[src/rtl/ctrl_pkg.sv]
// ctrl_pkg: shared constants for the multi-cycle MIPS control unit.
//   - Primary opcode values (instr[31:26])
//   - FSM state encoding
//   - Exception cause, memory access size, PC source and ALU op encodings
package ctrl_pkg;

   // Primary opcodes
   localparam logic [5:0] OpRtype = 6'd0;
   localparam logic [5:0] OpJ     = 6'd2;
   localparam logic [5:0] OpBeq   = 6'd4;
   localparam logic [5:0] OpBne   = 6'd5;
   localparam logic [5:0] OpAddi  = 6'd8;
   localparam logic [5:0] OpSlti  = 6'd10;
   localparam logic [5:0] OpSltiu = 6'd11;
   localparam logic [5:0] OpAndi  = 6'd12;
   localparam logic [5:0] OpOri   = 6'd13;
   localparam logic [5:0] OpLb    = 6'd32;
   localparam logic [5:0] OpLh    = 6'd33;
   localparam logic [5:0] OpLw    = 6'd35;
   localparam logic [5:0] OpLbu   = 6'd36;
   localparam logic [5:0] OpLhu   = 6'd37;
   localparam logic [5:0] OpSb    = 6'd40;
   localparam logic [5:0] OpSh    = 6'd41;
   localparam logic [5:0] OpSw    = 6'd43;

   typedef enum logic [2:0] {
      StFetch,
      StDecode,
      StExec,
      StMem,
      StWb,
      StBranch,
      StJump,
      StExc
   } state_e;

   // Exception causes
   localparam logic [1:0] ExcNone     = 2'd0;
   localparam logic [1:0] ExcIllegal  = 2'd1;
   localparam logic [1:0] ExcZeroDest = 2'd2;
   localparam logic [1:0] ExcBusTmo   = 2'd3;

   // Memory access sizes
   localparam logic [1:0] SizeByte = 2'd0;
   localparam logic [1:0] SizeHalf = 2'd1;
   localparam logic [1:0] SizeWord = 2'd2;

   // PC sources
   localparam logic [1:0] PcSrcSeq    = 2'd0;
   localparam logic [1:0] PcSrcBranch = 2'd1;
   localparam logic [1:0] PcSrcJump   = 2'd2;
   localparam logic [1:0] PcSrcExc    = 2'd3;

   // ALU operations
   localparam logic [1:0] AluAdd   = 2'd0;
   localparam logic [1:0] AluSub   = 2'd1;
   localparam logic [1:0] AluFunct = 2'd2;

endpackage

[src/rtl/ctrl_decode.sv]
// ctrl_decode: combinational opcode classifier.
//   op_i          primary opcode (instr[31:26])
//   rt_i, rd_i    rt (instr[20:16]) and rd (instr[15:11]) fields
//   is_*_o        instruction class flags
//   illegal_o     opcode not in the supported set
//   zero_dest_o   instruction would write register $0 (unqualified)
//   mem_size_o    access size for loads/stores
//   mem_signed_o  sign-extend load data (lb, lh)
module ctrl_decode
   import ctrl_pkg::*;
(
   input  logic [5:0] op_i,
   input  logic [4:0] rt_i,
   input  logic [4:0] rd_i,
   output logic       is_rtype_o,
   output logic       is_imm_o,
   output logic       is_load_o,
   output logic       is_store_o,
   output logic       is_branch_o,
   output logic       is_jump_o,
   output logic       illegal_o,
   output logic       zero_dest_o,
   output logic [1:0] mem_size_o,
   output logic       mem_signed_o
);

   always_comb begin
      is_rtype_o   = 1'b0;
      is_imm_o     = 1'b0;
      is_load_o    = 1'b0;
      is_store_o   = 1'b0;
      is_branch_o  = 1'b0;
      is_jump_o    = 1'b0;
      illegal_o    = 1'b0;
      mem_size_o   = SizeWord;
      mem_signed_o = 1'b0;
      case (op_i)
         OpRtype:                                     is_rtype_o  = 1'b1;
         OpJ:                                         is_jump_o   = 1'b1;
         OpBeq, OpBne:                                is_branch_o = 1'b1;
         OpAddi, OpSlti, OpSltiu, OpAndi, OpOri:      is_imm_o    = 1'b1;
         OpLb:  begin is_load_o  = 1'b1; mem_size_o = SizeByte; mem_signed_o = 1'b1; end
         OpLh:  begin is_load_o  = 1'b1; mem_size_o = SizeHalf; mem_signed_o = 1'b1; end
         OpLw:  begin is_load_o  = 1'b1; mem_size_o = SizeWord; end
         OpLbu: begin is_load_o  = 1'b1; mem_size_o = SizeByte; end
         OpLhu: begin is_load_o  = 1'b1; mem_size_o = SizeHalf; end
         OpSb:  begin is_store_o = 1'b1; mem_size_o = SizeByte; end
         OpSh:  begin is_store_o = 1'b1; mem_size_o = SizeHalf; end
         OpSw:  begin is_store_o = 1'b1; mem_size_o = SizeWord; end
         default:                                     illegal_o   = 1'b1;
      endcase
   end

   // R-type writes rd; immediate ALU forms and loads write rt.
   assign zero_dest_o = (is_rtype_o && (rd_i == 5'd0)) ||
                        ((is_imm_o || is_load_o) && (rt_i == 5'd0));

endmodule

[src/rtl/control_fsm.sv]
// control_fsm: multi-cycle MIPS main control unit.
// Sequences FETCH/DECODE/EXEC/MEM/WB (plus BRANCH, JUMP, EXC) and drives the
// datapath strobes from the current state.
//   clk_i, rst_i      clock; synchronous active-high reset
//   instr_i           instruction register contents
//   mem_ready_i       memory completed the current request
//   mem_*_o, iord_o   shared memory handshake and address select
//   ir_write_o, pc_*  IR load and PC update controls
//   alu_*_o           ALU operand/operation select
//   reg_*_o, mem2reg  register file write controls
//   exception_o       one-cycle exception pulse; exc_code_o holds last cause
module control_fsm
   import ctrl_pkg::*;
#(
   parameter int unsigned ZERO_DEST_EXC = 1,
   parameter int unsigned MEM_TIMEOUT   = 16,
   parameter int unsigned TO_W          = 8
) (
   input  logic        clk_i,
   input  logic        rst_i,
   input  logic [31:0] instr_i,
   input  logic        mem_ready_i,
   output logic        mem_req_o,
   output logic        iord_o,
   output logic        mem_read_o,
   output logic        mem_write_o,
   output logic [1:0]  mem_size_o,
   output logic        mem_signed_o,
   output logic        ir_write_o,
   output logic        pc_write_o,
   output logic        pc_write_cond_o,
   output logic        branch_ne_o,
   output logic [1:0]  pc_src_o,
   output logic        alu_src_b_o,
   output logic [1:0]  alu_op_o,
   output logic        reg_dst_o,
   output logic        reg_write_o,
   output logic        mem2reg_o,
   output logic        exception_o,
   output logic [1:0]  exc_code_o
);

   state_e            state_q, state_d;
   logic [TO_W-1:0]   to_cnt_q, to_cnt_d;
   logic [1:0]        exc_code_q, exc_code_d;

   logic       is_rtype, is_imm, is_load, is_store, is_branch, is_jump;
   logic       illegal, zero_dest, dec_signed;
   logic [1:0] dec_size;
   logic       timeout;
   logic       unused_instr;

   assign unused_instr = ^{instr_i[25:21], instr_i[10:0]};

   ctrl_decode u_decode (
      .op_i         (instr_i[31:26]),
      .rt_i         (instr_i[20:16]),
      .rd_i         (instr_i[15:11]),
      .is_rtype_o   (is_rtype),
      .is_imm_o     (is_imm),
      .is_load_o    (is_load),
      .is_store_o   (is_store),
      .is_branch_o  (is_branch),
      .is_jump_o    (is_jump),
      .illegal_o    (illegal),
      .zero_dest_o  (zero_dest),
      .mem_size_o   (dec_size),
      .mem_signed_o (dec_signed)
   );

   // Last permitted wait cycle; mem_ready in this cycle still wins.
   assign timeout = (to_cnt_q == TO_W'(MEM_TIMEOUT - 1));

   always_ff @(posedge clk_i) begin
      if (rst_i) begin
         state_q    <= StFetch;
         to_cnt_q   <= '0;
         exc_code_q <= ExcNone;
      end else begin
         state_q    <= state_d;
         to_cnt_q   <= to_cnt_d;
         exc_code_q <= exc_code_d;
      end
   end

   // Next state. The wait counter only advances while stalled in FETCH/MEM and
   // is zero on every transition, so it is clear on entry to either state.
   always_comb begin
      state_d    = state_q;
      to_cnt_d   = '0;
      exc_code_d = exc_code_q;
      unique case (state_q)
         StFetch, StMem: begin
            if (mem_ready_i) begin
               if (state_q == StFetch) state_d = StDecode;
               else if (is_load)       state_d = StWb;
               else                    state_d = StFetch;
            end else if (timeout) begin
               state_d    = StExc;
               exc_code_d = ExcBusTmo;
            end else begin
               to_cnt_d = to_cnt_q + TO_W'(1);
            end
         end
         StDecode: begin
            if (illegal) begin
               state_d    = StExc;
               exc_code_d = ExcIllegal;
            end else if ((ZERO_DEST_EXC != 0) && zero_dest) begin
               state_d    = StExc;
               exc_code_d = ExcZeroDest;
            end else if (is_jump) begin
               state_d = StJump;
            end else if (is_branch) begin
               state_d = StBranch;
            end else begin
               state_d = StExec;
            end
         end
         StExec:   state_d = (is_load || is_store) ? StMem : StWb;
         StWb, StBranch, StJump, StExc: state_d = StFetch;
         default:  state_d = StFetch;
      endcase
   end

   // Outputs decoded from state; ir_write/pc_write in FETCH also see mem_ready.
   // Everything is forced low while reset is asserted so an aborted
   // instruction cannot write anything.
   always_comb begin
      mem_req_o       = 1'b0;
      iord_o          = 1'b0;
      mem_read_o      = 1'b0;
      mem_write_o     = 1'b0;
      mem_size_o      = SizeByte;
      mem_signed_o    = 1'b0;
      ir_write_o      = 1'b0;
      pc_write_o      = 1'b0;
      pc_write_cond_o = 1'b0;
      branch_ne_o     = 1'b0;
      pc_src_o        = PcSrcSeq;
      alu_src_b_o     = 1'b0;
      alu_op_o        = AluAdd;
      reg_dst_o       = 1'b0;
      reg_write_o     = 1'b0;
      mem2reg_o       = 1'b0;
      exception_o     = 1'b0;
      if (!rst_i) begin
         unique case (state_q)
            StFetch: begin
               mem_req_o  = 1'b1;
               mem_read_o = 1'b1;
               mem_size_o = SizeWord;
               ir_write_o = mem_ready_i;
               pc_write_o = mem_ready_i;
            end
            StDecode: ;
            StExec: begin
               if (is_load || is_store) begin
                  alu_op_o    = AluAdd;
                  alu_src_b_o = 1'b1;
               end else begin
                  alu_op_o    = AluFunct;
                  alu_src_b_o = is_imm;
               end
            end
            StMem: begin
               mem_req_o    = 1'b1;
               iord_o       = 1'b1;
               mem_read_o   = is_load;
               mem_write_o  = is_store;
               mem_size_o   = dec_size;
               mem_signed_o = dec_signed;
            end
            StWb: begin
               reg_write_o = 1'b1;
               reg_dst_o   = is_rtype;
               mem2reg_o   = !is_load;
            end
            StBranch: begin
               alu_op_o        = AluSub;
               pc_write_cond_o = 1'b1;
               pc_src_o        = PcSrcBranch;
               branch_ne_o     = (instr_i[31:26] == OpBne);
            end
            StJump: begin
               pc_write_o = 1'b1;
               pc_src_o   = PcSrcJump;
            end
            StExc: begin
               exception_o = 1'b1;
               pc_write_o  = 1'b1;
               pc_src_o    = PcSrcExc;
            end
            default: ;
         endcase
      end
   end

   assign exc_code_o = exc_code_q;

endmodule
[config.mk]
export PLATFORM = sky130hd
export DESIGN_NAME = control_fsm
export DESIGN_NICKNAME = d
export VERILOG_FILES = /design/src/rtl/ctrl_pkg.sv /design/src/rtl/ctrl_decode.sv /design/src/rtl/control_fsm.sv
export SDC_FILE = /design/constraint.sdc
export NUM_CORES = 1
export LEC_CHECK = 0
export CORE_MARGIN = 2
export CORE_UTILIZATION = 42
export CTS_BUF_LIST = sky130_fd_sc_hd__clkbuf_2
export DETAILED_ROUTE_END_ITERATION = 16
export PLACE_DENSITY = 0.91
export SLEW_MARGIN = 15
export SYNTH_ARGS = -nofsm -noshare
export SYNTH_HDL_FRONTEND = slang
export SYNTH_SLANG_ARGS = --single-unit
[constraint.sdc]
create_clock -name clk_i -period 3.17 [get_ports clk_i]
set_input_delay 0.634 -clock clk_i [delete_from_list [all_inputs] [get_ports clk_i]]
set_output_delay 0.634 -clock clk_i [all_outputs]
set_load 0.005 [all_outputs]
# Word-level counts from Yosys, hierarchy flattened
# Cells that the tools add are included.
[totals]
regBits = 13
latch_bits = 0
ram_bits = 0
mem_bits_ro = 0
in_bits = 35
output_inout_bits = 22
elab_cells = 116
mem_count = 0
[classes]
addsub = 1
multipliers = 0
div = 0
order_cmp = 0
eq_ne = 28
shifts = 0
mux = 59
bitwise_logic = 1
reduce_logical = 24
[ops]
columns = ["operator", "n"]
rows = [
  ["equality test 6 bit (second input constant)", 8],
  ["two-way mux 1 bit", 34],
  ["equality test 6 x 4 -> 1 bit (second input constant)", 5],
  ["two-way mux 3 bit", 9],
  ["OR reduction 17 bit", 1],
  ["two-way mux 2 bit", 8],
  ["one-hot mux 2 bit (2 select lines)", 4],
  ["equality test 3 bit (second input constant)", 4],
  ["equality test 6 x 3 -> 1 bit (second input constant)", 2],
  ["one-hot mux 3 bit (4 select lines)", 1],
  ["logical NOT 5 bit", 2],
  ["OR reduction 5 bit", 2],
  ["OR reduction 3 bit", 3],
  ["adder 8 x 1 -> 8 bit (second input constant)", 1],
  ["equality test 8 x 4 -> 1 bit (second input constant)", 1],
  ["OR reduction 2 bit", 4],
  ["OR reduction 4 bit", 2],
  ["equality test 3 x 2 -> 1 bit (second input constant)", 2],
  ["equality test 6 x 2 -> 1 bit (second input constant)", 1],
  ["logical NOT 6 bit", 1],
  ["one-hot mux 2 bit (3 select lines)", 1],
  ["one-hot mux 1 bit (2 select lines)", 2],
  ["AND reduction 4 bit", 1],
  ["equality test 3 x 1 -> 1 bit (second input constant)", 1],
  ["other kinds (10)", 13],
]

# Logic depth before layout (Yosys ltp)
[depth]
ltp_word = 9
depth_mapped = 7
mapped_depth_nobuf = 6

# Hierarchy
# From an unflattened synthesis, not the netlist that was laid out.
[unflattened]
hier_cells = 144
area_unflattened_um2 = 1082.3
[modules_own_cells]
columns = ["mod", "instances", "cells_per_inst", "area_each_um2", "seq_area_each_um2"]
rows = [
  ["control_fsm", 1, 113, 888.4, 260.2],
  ["ctrl_decode", 1, 31, 193.9, 0.0],
]

# Worst setup path after synthesis
# OpenSTA, ideal clock, no wires.
[synth_timing]
path_type = "input -> output"
start = "input rst_i"
end = "output mem_write_o"
t_arrival_ps = 1538
required_ps = 2536
setup_slack_ps = 998
cell_stages = 4
n_path_buf = 1
path_cell_list = "clkbuf_1 > nor3_1 > nand2_1 > nor4b_1"
[synth_between]
elab_chain_len = 1
[synth_lines]
columns = ["item", "line_no", "source"]
rows = [
  ["from (decl)", "control_fsm.sv:20", "input logic rst_i,"],
  ["two-way mux 1 bit", "control_fsm.sv:147", "if (!rst_i) begin"],
  ["to (decl)", "control_fsm.sv:26", "output logic mem_write_o,"],
]
# No other way between the ends.

# Final worst setup path
[layout_timing]
start = "input instr_i[30]"
end = "output branch_ne_o"
[layout_between]
elab_chain_len = 3
[layout_lines]
columns = ["item", "line_no", "source"]
rows = [
  ["from (decl)", "control_fsm.sv:21", "input logic [31:0] instr_i,"],
  ["equality test 6 x 3 -> 1 bit", "control_fsm.sv:183", "branch_ne_o = (instr_i[31:26] == OpBne);"],
  ["two-way mux 1 bit", "control_fsm.sv:148", "unique case (state_q)"],
  ["two-way mux 1 bit", "control_fsm.sv:147", ""],
  ["to (decl)", "control_fsm.sv:32", "output logic branch_ne_o,"],
]
# No other way between the ends.

==> out/results.ini <==
[run_status]
outcome = finished, final reports clean

[worst_setup_path]
rr_startpoint = to_cnt_q[4]
endpoint_kind = output port
largest_fanout_on_the_critical_path = 5
timing.critical_path.arrival_ns = 2.45
rr_endpoint = exc_code_o[1]
timing_worst_setup_path_type = input pin to output port
worst_path_largest_cell_delay_ns = 0.50
crit_path_start_kind = input pin
timing.critical_path.mode_cell = sky130_fd_sc_hd__clkdlybuf4s50_1
regToRegSetupSlack_ns = 1.03
path_cells = clkdlybuf4s50_1 -> nor4_1 -> and2_1 -> and3_1 -> clkdlybuf4s50_1
crit_slowest_cell = sky130_fd_sc_hd__clkdlybuf4s50_1
worst_ep_required_time_ns = 2.54
worst_r2r_path_depth = 5

[placement]
gp_congestion = 0.866
dp_hpwl_mm = 2.37
dpl-instance-area_mm2 = 0.00151
dpl_worst_slack_ns = 0.00716
place.port_buffers = 40

[grt]
global_route_wire_length_before_repair_mm = 5.00
grt_antenna_before_repair = 0
track_usage = 0.232
grt_max_degree = 18
global_route_congestion_overflow_total = 0
grt_pass1_vias = 1186

[hold_path]
worstHoldPathCells = 1
holdCritStartpoint = to_cnt_q[0]
min-delay-path-class = register to register
holdPathEnd = to_cnt_q[0]

[sta]
setup_viol = 0
max_freq_ghz = 0.324
maxSlewHeadroom = 0.698
timing.final.crit_share = 0.974
timing.final.ws_setup_ns = 0.0839
final_max_slew_viol_count = 0
clock_skew_ns = 0.0194
worst_pin_slew_ns = 0.453
finalCriticalPeriod_ns = 3.09
totalNegativeSetupSlack_ns = 0
rsz0062_at_grt = no
hold_viol_final = 0

[yosys]
yosysWarnings = 0
ys_seq_elements = 13
syn_area_per_cell_um2 = 7.02
asyncSetResetFlopFracSynth = 0
synth_edf_count = 0
synth-main-ff-cell = sky130_fd_sc_hd__dfxtp_1
synth_sequential_area_ratio = 0.256
yosys.cell_types.count = 37
synth_fp_nets = 181
syn-cell-area_mm2 = 0.00102
syn_inst = 145

[run]
maxCapViolCount = 0

[route]
count_of_unresolved_drc_violations_after_routing = 0
drtIter0Drc = 54
wl_per_cell_um = 14.4
drt_pass_1_iters = 4
post_drt_antenna_nets = 0
num_vias = 1257
route.detailed.vias_per_inst = 5.71
drt-total-wl_mm = 3.18

[cells_and_area]
final_design_area_no_fill_mm2 = 0.00155
num_antenna_cells = 0
layout-area-overhead-vs-synth_pct = 52.0
drive_above_1_share = 0.141
final_cell_mix = 38 x sky130_fd_sc_hd__clkdlybuf4s50_1, 27 x sky130_fd_sc_hd__nor2_1, 13 x sky130_fd_sc_hd__dfxtp_1, 13 x sky130_fd_sc_hd__buf_4, 11 x sky130_fd_sc_hd__nand2_1
nNetsFinal = 229
final_common_cell = sky130_fd_sc_hd__clkdlybuf4s50_1

[power_and_ir_drop]
power.density_cell_area_mw_per_mm2 = 462
max-vdd-ir-drop_uv = 353
leakagePower_uw = 0.000608

[cts]
tritoncts_clock_tree = yes
clk_path_buf_depth = 2
post-cts-setup-buffer-count = 0
post_cts_resize_count = 0
clk_root_buffer_cell = sky130_fd_sc_hd__clkbuf_2
hold_buffers = 0
cts_buffers = 3
cts.clk_slew.worst_paths_ns = 0.12
cts_sinks = 13
insertion_delay_ns = 0.29
clock_tree.htree_level_count = 1

[floorplanning]
die-width_um = 53.2
fp.dieArea_mm2 = 0.00283
floorplan.initialDensity = 0.451
placementRows = 17
die_y_um = 53.2
coreArea_mm2 = 0.00225
boundaryPins = 57

[worst max-delay path: cells and delay by family]
| kind | cells | cell delay (ns) |
|---|---|---|
| buffers and inverters | 2 | 0.99 |
| and+or+nand+nor | 3 | 0.82 |
[power by group]
group | total (µW) | internal, µW | leakage [µW] | switching [µW]
Combinational | 383 | 207 | 0.000485 | 176
Sequential | 246 | 193 | 0.000106 | 52.4
Clock | 85.3 | 28.5 | 0.0000164 | 56.8
Total | 714 | 429 | 0.000608 | 285
[worst max-delay path by stage]
| stage | start | end | slack [ns] | cells after the start |
|---|---|---|---|---|
| 2_1_floorplan | rst_i | mem_write_o | 1.0 | 4 |
| 3_3_place_gp | instr_i[28] | mem_read_o | 0.02 | 6 |
| 3_5_place_dp | instr_i[28] | mem_read_o | 0.007 | 6 |
| 4_1_cts | instr_i[28] | mem_read_o | 0.01 | 6 |
| 5_1_grt | instr_i[31] | branch_ne_o | 0.03 | 5 |
| 6_report | instr_i[30] | branch_ne_o | 0.08 | 5 |
[final cells by class]
type | count | area (µm²)
well taps | 28 | 35.0
clock buffers | 3 | 15.0
repair buffers | 53 | 503
flip-flops and latches | 13 | 260
clock inverters | 1 | 5.00
multi-input cells | 119 | 717
fillers | 181 | 708
inverters | 3 | 11.3
[cell usage after synthesis (2+ instances only)]
master / number / area share
sky130_fd_sc_hd__a21oi_1: 6 / 0.030
sky130_fd_sc_hd__and2_1: 5 / 0.031
sky130_fd_sc_hd__and3_1: 5 / 0.031
sky130_fd_sc_hd__clkbuf_1: 9 / 0.033
sky130_fd_sc_hd__dfxtp_1: 13 / 0.26
sky130_fd_sc_hd__inv_1: 3 / 0.011
sky130_fd_sc_hd__nand2_1: 11 / 0.041
sky130_fd_sc_hd__nand2b_1: 4 / 0.025
sky130_fd_sc_hd__nand3_1: 4 / 0.020
sky130_fd_sc_hd__nor2_1: 27 / 0.10
sky130_fd_sc_hd__nor2b_1: 7 / 0.043
sky130_fd_sc_hd__nor3_1: 7 / 0.034
sky130_fd_sc_hd__nor4_1: 3 / 0.018
sky130_fd_sc_hd__o21a_1: 4 / 0.030
sky130_fd_sc_hd__o21ai_0: 5 / 0.025
sky130_fd_sc_hd__o31ai_1: 4 / 0.030
sky130_fd_sc_hd__or2_2: 2 / 0.012
sky130_fd_sc_hd__or4_4: 2 / 0.022
sky130_fd_sc_hd__xnor2_1: 4 / 0.034
sky130_fd_sc_hd__xor2_1: 3 / 0.026
[cell families after synthesis]
logic type / share of synthesized area
buf+inv: 0.0517
xor+xnor: 0.0603
compound gates: 0.204
mux: 0.00984
flops: 0.256
simple gates: 0.406
fa+ha+maj: 0.0123
[state kept, by name (all words and copies together), names as in the netlist]
register and flops:
exc_code_o 2, state_q 3, to_cnt_q 8
[per-stage QoR]
stage	total power, µW	utilization	instances	hold slack, ns
final	714	0.686	220	0.465
after detailed placement	617	0.669	216	0.446
after floorplan	452	-	145	0.418
after CTS	704	0.678	220	0.469
after global routing	764	0.686	220	0.503
after global placement	600	0.669	216	0.425
[routing by layer]
metal / vias up / wire length [µm] / global-route usage
met1: 585 / 1300 / 0.305
met4: 0 / 64 / 0.0684
li1: 604 / - / -
met2: 59 / 1630 / 0.391
met5: - / 0 / 0
met3: 9 / 180 / 0.0282
Power figures use the tool's default switching activity.
